### config.mk
export PLATFORM = sky130hd
export DESIGN_NAME = vga_timing_gen
export DESIGN_NICKNAME = d
export VERILOG_FILES = /design/src/rtl/vga_timing_gen.sv
export SDC_FILE = /design/constraint.sdc
export NUM_CORES = 1
export LEC_CHECK = 0
export CORE_MARGIN = 1
export CORE_UTILIZATION = 35
export DETAILED_ROUTE_END_ITERATION = 10
export GPL_TIMING_DRIVEN = 0
export PLACE_DENSITY = 0.66
export SLEW_MARGIN = 30
export SYNTH_ARGS = -nofsm -noshare
export SYNTH_HDL_FRONTEND = slang
export SYNTH_SLANG_ARGS = --single-unit
### constraint.sdc
create_clock -name vga_clk -period 3.4 [get_ports vga_clk]
set_input_delay 0.34 -clock vga_clk [delete_from_list [all_inputs] [get_ports vga_clk]]
set_output_delay 0.34 -clock vga_clk [all_outputs]
set_load 0.02 [all_outputs]
### src/rtl/vga_timing_gen.sv
// Raster timing generator: horizontal/vertical pixel counters plus registered
// blank, sync, line/frame strobes and frame counter, all aligned to (DrawX, DrawY).
module vga_timing_gen #(
  parameter int H_ACTIVE = 640,
  parameter int H_FP     = 16,
  parameter int H_SYNC   = 96,
  parameter int H_BP     = 48,
  parameter int V_ACTIVE = 480,
  parameter int V_FP     = 10,
  parameter int V_SYNC   = 2,
  parameter int V_BP     = 33,
  parameter int SYNC_POL = 0
) (
  input  logic       vga_clk,
  input  logic       reset_n,
  output logic [9:0] DrawX,
  output logic [9:0] DrawY,
  output logic       blank,
  output logic       hs,
  output logic       vs,
  output logic       line_start,
  output logic       frame_start,
  output logic [7:0] frame_count
);

  localparam int H_TOTAL = H_ACTIVE + H_FP + H_SYNC + H_BP;
  localparam int V_TOTAL = V_ACTIVE + V_FP + V_SYNC + V_BP;

  if (H_TOTAL > 1024 || V_TOTAL > 1024) begin : g_size_check
    $error("vga_timing_gen: H_TOTAL and V_TOTAL must not exceed 1024");
  end

  localparam logic [9:0] H_LAST   = 10'(H_TOTAL - 1);
  localparam logic [9:0] V_LAST   = 10'(V_TOTAL - 1);
  localparam logic [9:0] H_ACT    = 10'(H_ACTIVE);
  localparam logic [9:0] V_ACT    = 10'(V_ACTIVE);
  localparam logic [9:0] HS_FIRST = 10'(H_ACTIVE + H_FP);
  localparam logic [9:0] HS_LAST  = 10'(H_ACTIVE + H_FP + H_SYNC - 1);
  localparam logic [9:0] VS_FIRST = 10'(V_ACTIVE + V_FP);
  localparam logic [9:0] VS_LAST  = 10'(V_ACTIVE + V_FP + V_SYNC - 1);
  localparam logic       SYNC_ON  = 1'(SYNC_POL != 0);

  logic [9:0] x_q, x_d;
  logic [9:0] y_q, y_d;
  logic       blank_q, blank_d;
  logic       hs_q, hs_d;
  logic       vs_q, vs_d;
  logic       line_start_q, line_start_d;
  logic       frame_start_q, frame_start_d;
  logic [7:0] frame_count_q, frame_count_d;
  logic       x_wrap_s;

  // Next position, then every flag decoded from that next position so the
  // registered flags describe the same pixel as the registered counters.
  always_comb begin
    x_wrap_s = (x_q == H_LAST);

    if (x_wrap_s) begin
      x_d = 10'd0;
    end else begin
      x_d = x_q + 10'd1;
    end

    if (!x_wrap_s) begin
      y_d = y_q;
    end else if (y_q == V_LAST) begin
      y_d = 10'd0;
    end else begin
      y_d = y_q + 10'd1;
    end

    if ((x_d >= HS_FIRST) && (x_d <= HS_LAST)) begin
      hs_d = SYNC_ON;
    end else begin
      hs_d = ~SYNC_ON;
    end

    if ((y_d >= VS_FIRST) && (y_d <= VS_LAST)) begin
      vs_d = SYNC_ON;
    end else begin
      vs_d = ~SYNC_ON;
    end

    blank_d       = (x_d < H_ACT) && (y_d < V_ACT);
    line_start_d  = (x_d == 10'd0);
    frame_start_d = (x_d == 10'd0) && (y_d == 10'd0);

    if (frame_start_d) begin
      frame_count_d = frame_count_q + 8'd1;
    end else begin
      frame_count_d = frame_count_q;
    end
  end

  // State registers; reset parks at the last pixel so the first edge lands on (0,0).
  always_ff @(posedge vga_clk or negedge reset_n) begin
    if (!reset_n) begin
      x_q           <= H_LAST;
      y_q           <= V_LAST;
      blank_q       <= 1'b0;
      hs_q          <= ~SYNC_ON;
      vs_q          <= ~SYNC_ON;
      line_start_q  <= 1'b0;
      frame_start_q <= 1'b0;
      frame_count_q <= 8'd0;
    end else begin
      x_q           <= x_d;
      y_q           <= y_d;
      blank_q       <= blank_d;
      hs_q          <= hs_d;
      vs_q          <= vs_d;
      line_start_q  <= line_start_d;
      frame_start_q <= frame_start_d;
      frame_count_q <= frame_count_d;
    end
  end

  assign DrawX       = x_q;
  assign DrawY       = y_q;
  assign blank       = blank_q;
  assign hs          = hs_q;
  assign vs          = vs_q;
  assign line_start  = line_start_q;
  assign frame_start = frame_start_q;
  assign frame_count = frame_count_q;

endmodule
* Word level (Yosys, flattened, before mapping) *
Index checks and enable logic that the tools add are counted.

cells by class
  divide/modulo/power cells = 0
  $mul = 0
  $lt $le $gt $ge = 6
  equality and inequality tests = 2
  add/sub/neg operators = 3
  reductions and logical operators = 6
  multiplexer cells = 5
  bitwise operators = 0
  shift operators = 0

operator list
  operator               number
  $mux 10                3
  $add 10x1->10 const B  2
  $eq 10x10->1 const B   2
  $logic_not 10->1       2
  $ge 10x10->1 const B   1
  $ge 10x9->1 const B    1
  $le 10x10->1 const B   1
  $le 10x9->1 const B    1
  $lt 10x10->1 const B   1
  $lt 10x9->1 const B    1
  $add 8x1->8 const B    1
  $logic_and 1x1->1      4
  $mux 1                 2

word-level totals
  register bits = 33
  bits of input ports = 2
  output and inout port bits = 33
  bits in latches = 0
  ROM bits = 0
  RAM bits = 0
  memories = 0
  logic and storage cells = 30

* Logic depth before layout (Yosys ltp) *
  depth in word-level cells = 6
  depth in mapped cells = 10
  depth with buffers taken out = 9

* Worst setup path before layout *
Ideal clock, no wire load.

  kind = register to register
  from = reg x_q[0] (netlist: DrawX[0])
  to = reg frame_count_q[1] (netlist: frame_count[1])
  library setup time = 127 ps
  arrival = 2510 ps
  stages on the path, launching flop included = 9
  clock period less this slack = 2637 ps
  path buffers = 1
  slack = 763 ps
  cells stage by stage = dfstp_2 > ha_1 > buf_4 > nand4_4 > nor3_2 > o21bai_2 > nand4b_1 > nor4_4 > mux2_1

between the ends
  word-level cells in the longest chain between the ends = 4

ends and longest elaborated chain
  element                                               RTL line  RTL
  start: declaration                                    43        logic [9:0] x_q, x_d;
  start signal: assignment                              98        x_q <= H_LAST;
  start signal: assignment                              107       x_q <= x_d;
  $add 10x1->10 / $eq 10x10->1 (equally long branches)  61, 56
  $mux 10 *                                             58        if (x_wrap_s) begin
  via x_d[9]                                            43
  $logic_not 10->1 *                                    86        frame_start_d = (x_d == 10'd0) && (y_d == 10'd0);
  $logic_and 1x1->1 *                                   86
  end signal: assignment                                114       frame_count_q <= frame_count_d;
  end: declaration                                      50        logic [7:0] frame_count_q, frame_count_d;

The timed path passes the listed nets; every way through them passes the cells marked *.
A chain may end at the register's enable or synchronous reset.

* Worst setup path in the final report *
  from = reg y_q[0] (netlist: DrawY[0])
  to = reg frame_count_q[1] (netlist: frame_count[1])

between the ends
  word-level cells in the longest chain between the ends = 5

ends and longest elaborated chain
  element                                               RTL line  RTL
  start: declaration                                    44        logic [9:0] y_q, y_d;
  start signal: assignment                              108       y_q <= y_d;
  $add 10x1->10 / $eq 10x10->1 (equally long branches)  69, 66
  $mux 10                                               66        end else if (y_q == V_LAST) begin
  $mux 10 *                                             64        if (!x_wrap_s) begin
  $logic_not 10->1 *                                    86
  $logic_and 1x1->1 *                                   86

Mark *: on every way between the ends. The rest lies on a longest branch, timed or not.

==> results.cfg <==
[run_status]
outcome = completed

[yosys]
synth-seq-area-share_pct = 41.0
synthCells = 198
post_synth_adder_cell_area_pct = 3.05
syn_avg_cell_area_um2 = 10.4
combinational_family_with_the_most_area_after_synthesis = simple AND/OR/NAND/NOR gates
xor_xnor_fraction_of_synth_area_pct = 8.54
post_synth_instance_area_mm2 = 0.00205
synth-compound-area-share_pct = 10.2
synth.area.mux_share_pct = 1.28
synth_seq_cells = 33
yosysWarnings = 0
synth.net_count = 205
synth_async_sr_flop_share_pct = 100
synth-edff-count = 0
synth-simple-area-share_pct = 29.8
number_of_distinct_library_cells_after_synthesis = 57
synth-main-ff-cell = sky130_fd_sc_hd__dfrtp_1

[routing]
first_iter_violations = 130
average_wire_per_standard_cell_um = 15.1
route.detailed.vias_per_inst = 5.41
firstDrtPassIters = 4
wirelength_met1_mm = 2.18
drt_drc_violations_left = 0
antenna_violating_nets_post_route = 0
route.final.wire_length_mm = 4.73
wl_met2_mm = 2.27
dr.max_layer_used = met4
detailroute.via_count = 1698
dr_wl_met3_um = 255

[placement]
gp_congestion = 0.864
post-place-cells = 305
port-buffer-count = 34
place_ws_ns = 0.504
post-dp-hpwl_mm = 3.48

[clock_tree]
htree_levels = 2
max-clock-path-buffers = 2
cts_tree = built
post_cts_buffers = 0
worstSkewPairLatency_ns = 0.29
post_cts_resize_count = 0
cts_buffers = 5
cts_root_buf = sky130_fd_sc_hd__clkbuf_8
cts_num_sinks = 33
worst_setup_hold_path_clk_slew_ns = 0.08
cts.hold.buffers_added = 1

[grt]
antenna_found_initial = 0
maximum_number_of_pins_on_one_net_before_global_route_repair = 22
first_global_vias = 1533
gr-usage-all-layers_pct = 16.3
wire_length_of_the_first_global_routing_pass_mm = 7.73
overflow = 0

[pwr]
highest_ir_drop_seen_on_vdd_uv = 157
power_leakage_nw = 1.06
power_density_mw_per_mm2 = 270

[critical_path]
worst_setup_path_end_kind = register
crit_slowest_cell = sky130_fd_sc_hd__a31oi_1
critPathArrivalTime_ns = 3.09
worst-endpoint-required_ns = 3.57
max_stage_delay_ns = 0.50
critPathKind = reg2reg
critPathTopFamily = simple AND/OR/NAND/NOR gates
crit_fanout = 8
worstPathCellList = inv_1 > ha_1 > and4bb_1 > nand4_1 > a31oi_1 > nand4b_2 > nor4_4 > mux2_1
setup.worst_path.start_class = register
cp_num_buf_inv = 1

[finish]
nets_final = 248
synthesis_to_finish_area_growth_pct = 26.8
final_layout_size_suffix_gt1_share_pct = 22.3
n_antenna_cell = 0
layout.cells.most_common = sky130_fd_sc_hd__clkdlybuf4s50_1
layout.cells.most_common_list = sky130_fd_sc_hd__clkdlybuf4s50_1, sky130_fd_sc_hd__dfrtp_1, sky130_fd_sc_hd__xnor2_1
final_core_util_pct = 46.7
final-instance-count-excl-fill = 314

[sta]
slew_viol_final = 0
finalSetupTns_ns = 0
fin_crit_sh_pct = 86.0
setup_repair_after_global_routing_missed_its_margin = no
worst_slew_pin_slew_ns = 0.582
hold_violations_final = 0
clock_tree_skew_after_final_layout_ns = 0.00982
report.final.setup_viol = 0
max_slew_margin_pct = 61.2
worst_hold_slack_across_all_endpoints_ns = 0.481
achievable-frequency_mhz = 342
finalWorstSetupSlack_ns = 0.475
post-route-min-period_ns = 2.93

[floorplanning]
std_cell_rows = 27
core_region_area_mm2 = 0.00557
start_util_pct = 36.8
io_pins = 35
die_area_mm2 = 0.00617
die_width_um = 78.6
chipHeight_um = 78.6

[flow_run]
maxCapViolCount = 0

[hold_path]
hold_path_class = in2async
## worst register-to-register path: stages (launching register included)
cell,delay (ns)
sky130_fd_sc_hd__dfrtp_1,0.47
sky130_fd_sc_hd__inv_1,0.12
sky130_fd_sc_hd__ha_1,0.18
sky130_fd_sc_hd__and4bb_1,0.22
sky130_fd_sc_hd__nand4_1,0.31
sky130_fd_sc_hd__a31oi_1,0.50
sky130_fd_sc_hd__nand4b_2,0.18
sky130_fd_sc_hd__nor4_4,0.45
sky130_fd_sc_hd__mux2_1,0.37
## logic make-up (layout without fill, tap and decap cells)
kind of cell | count (synthesis) | in the layout
buffers and inverters | 22 | 66
adders and majority gates | 5 | 5
xor gates and xnor gates | 20 | 20
DFF | 33 | 33
AOI/OAI and AO/OA | 29 | 29
and+or+nand+nor | 87 | 87
muxes | 2 | 2
## sequential cells by signal (all words and copies together), names as in the netlist
signal	count
vs	1
frame_start	1
blank	1
DrawY	10
line_start	1
DrawX	10
frame_count	8
hs	1
## power breakdown
| group | total (mW) | switching, mW | internal (mW) |
|---|---|---|---|
| Sequential | 0.393 | 0 | 0.393 |
| Clock | 0.296 | 0.155 | 0.141 |
| Combinational | 0.0126 | 0.00821 | 0.00436 |
| Total | 0.702 | 0.163 | 0.539 |
## layout make-up
cell class	count	area [um2]
Sequential cell	33	841
Clock buffer	5	68.8
Fill cell	535	2970
Tap cell	72	90.1
Multi-Input combinational cell	143	1080
Buffer	11	86.3
Clock inverter	3	17.5
Timing Repair Buffer	36	373
Inverter	11	41.3
## per-stage QoR
stage          area, um2  power [mW]
4_1_cts             2600       0.711
3_3_place_gp        2480       0.409
3_5_place_dp        2500       0.413
5_1_grt             2600       0.729
6_report            2600       0.702
2_1_floorplan       2050       0.400
## worst paths after layout
path,from,slack (ns),to,cells past startpoint
setup reg to reg,DrawY[0]$_DFF_PN0_,0.47,frame_count[1]$_DFFE_PN0P_,8
max in group asynchronous,reset_n,2.42,vs$_DFF_PN1_,3
hold / removal,reset_n,0.48,DrawX[5]$_DFF_PN0_,2
hold reg to reg,frame_count[7]$_DFFE_PN0P_,0.48,frame_count[7]$_DFFE_PN0P_,1
min in group vga_clk,frame_count[7]$_DFFE_PN0P_,0.48,frame_count[7]$_DFFE_PN0P_,1
setup / recovery,DrawY[0]$_DFF_PN0_,0.47,frame_count[1]$_DFFE_PN0P_,8
## layer usage
layer / vias to the layer above / global-route usage, %
met5: - / 0
met3: 2 / 4.53
met2: 52 / 26.3
met4: 0 / 4.44
met1: 836 / 21.3
li1: 808 / -
## cell usage after synthesis, drive strengths merged (5+ instances only)
cell | n | area share (%)
inv | 11 | 2.0
xor2 | 6 | 2.6
dfrtp | 21 | 26
o21ai | 7 | 1.7
buf | 8 | 2.7
xnor2 | 14 | 6.0
ha | 5 | 3.0
nand2 | 12 | 2.2
nor2 | 11 | 2.0
nand4 | 11 | 4.1
dfstp | 12 | 15
nor4 | 8 | 4.5
and4 | 5 | 2.2
nand3 | 14 | 3.7
Power figures use the tool's default switching activity.
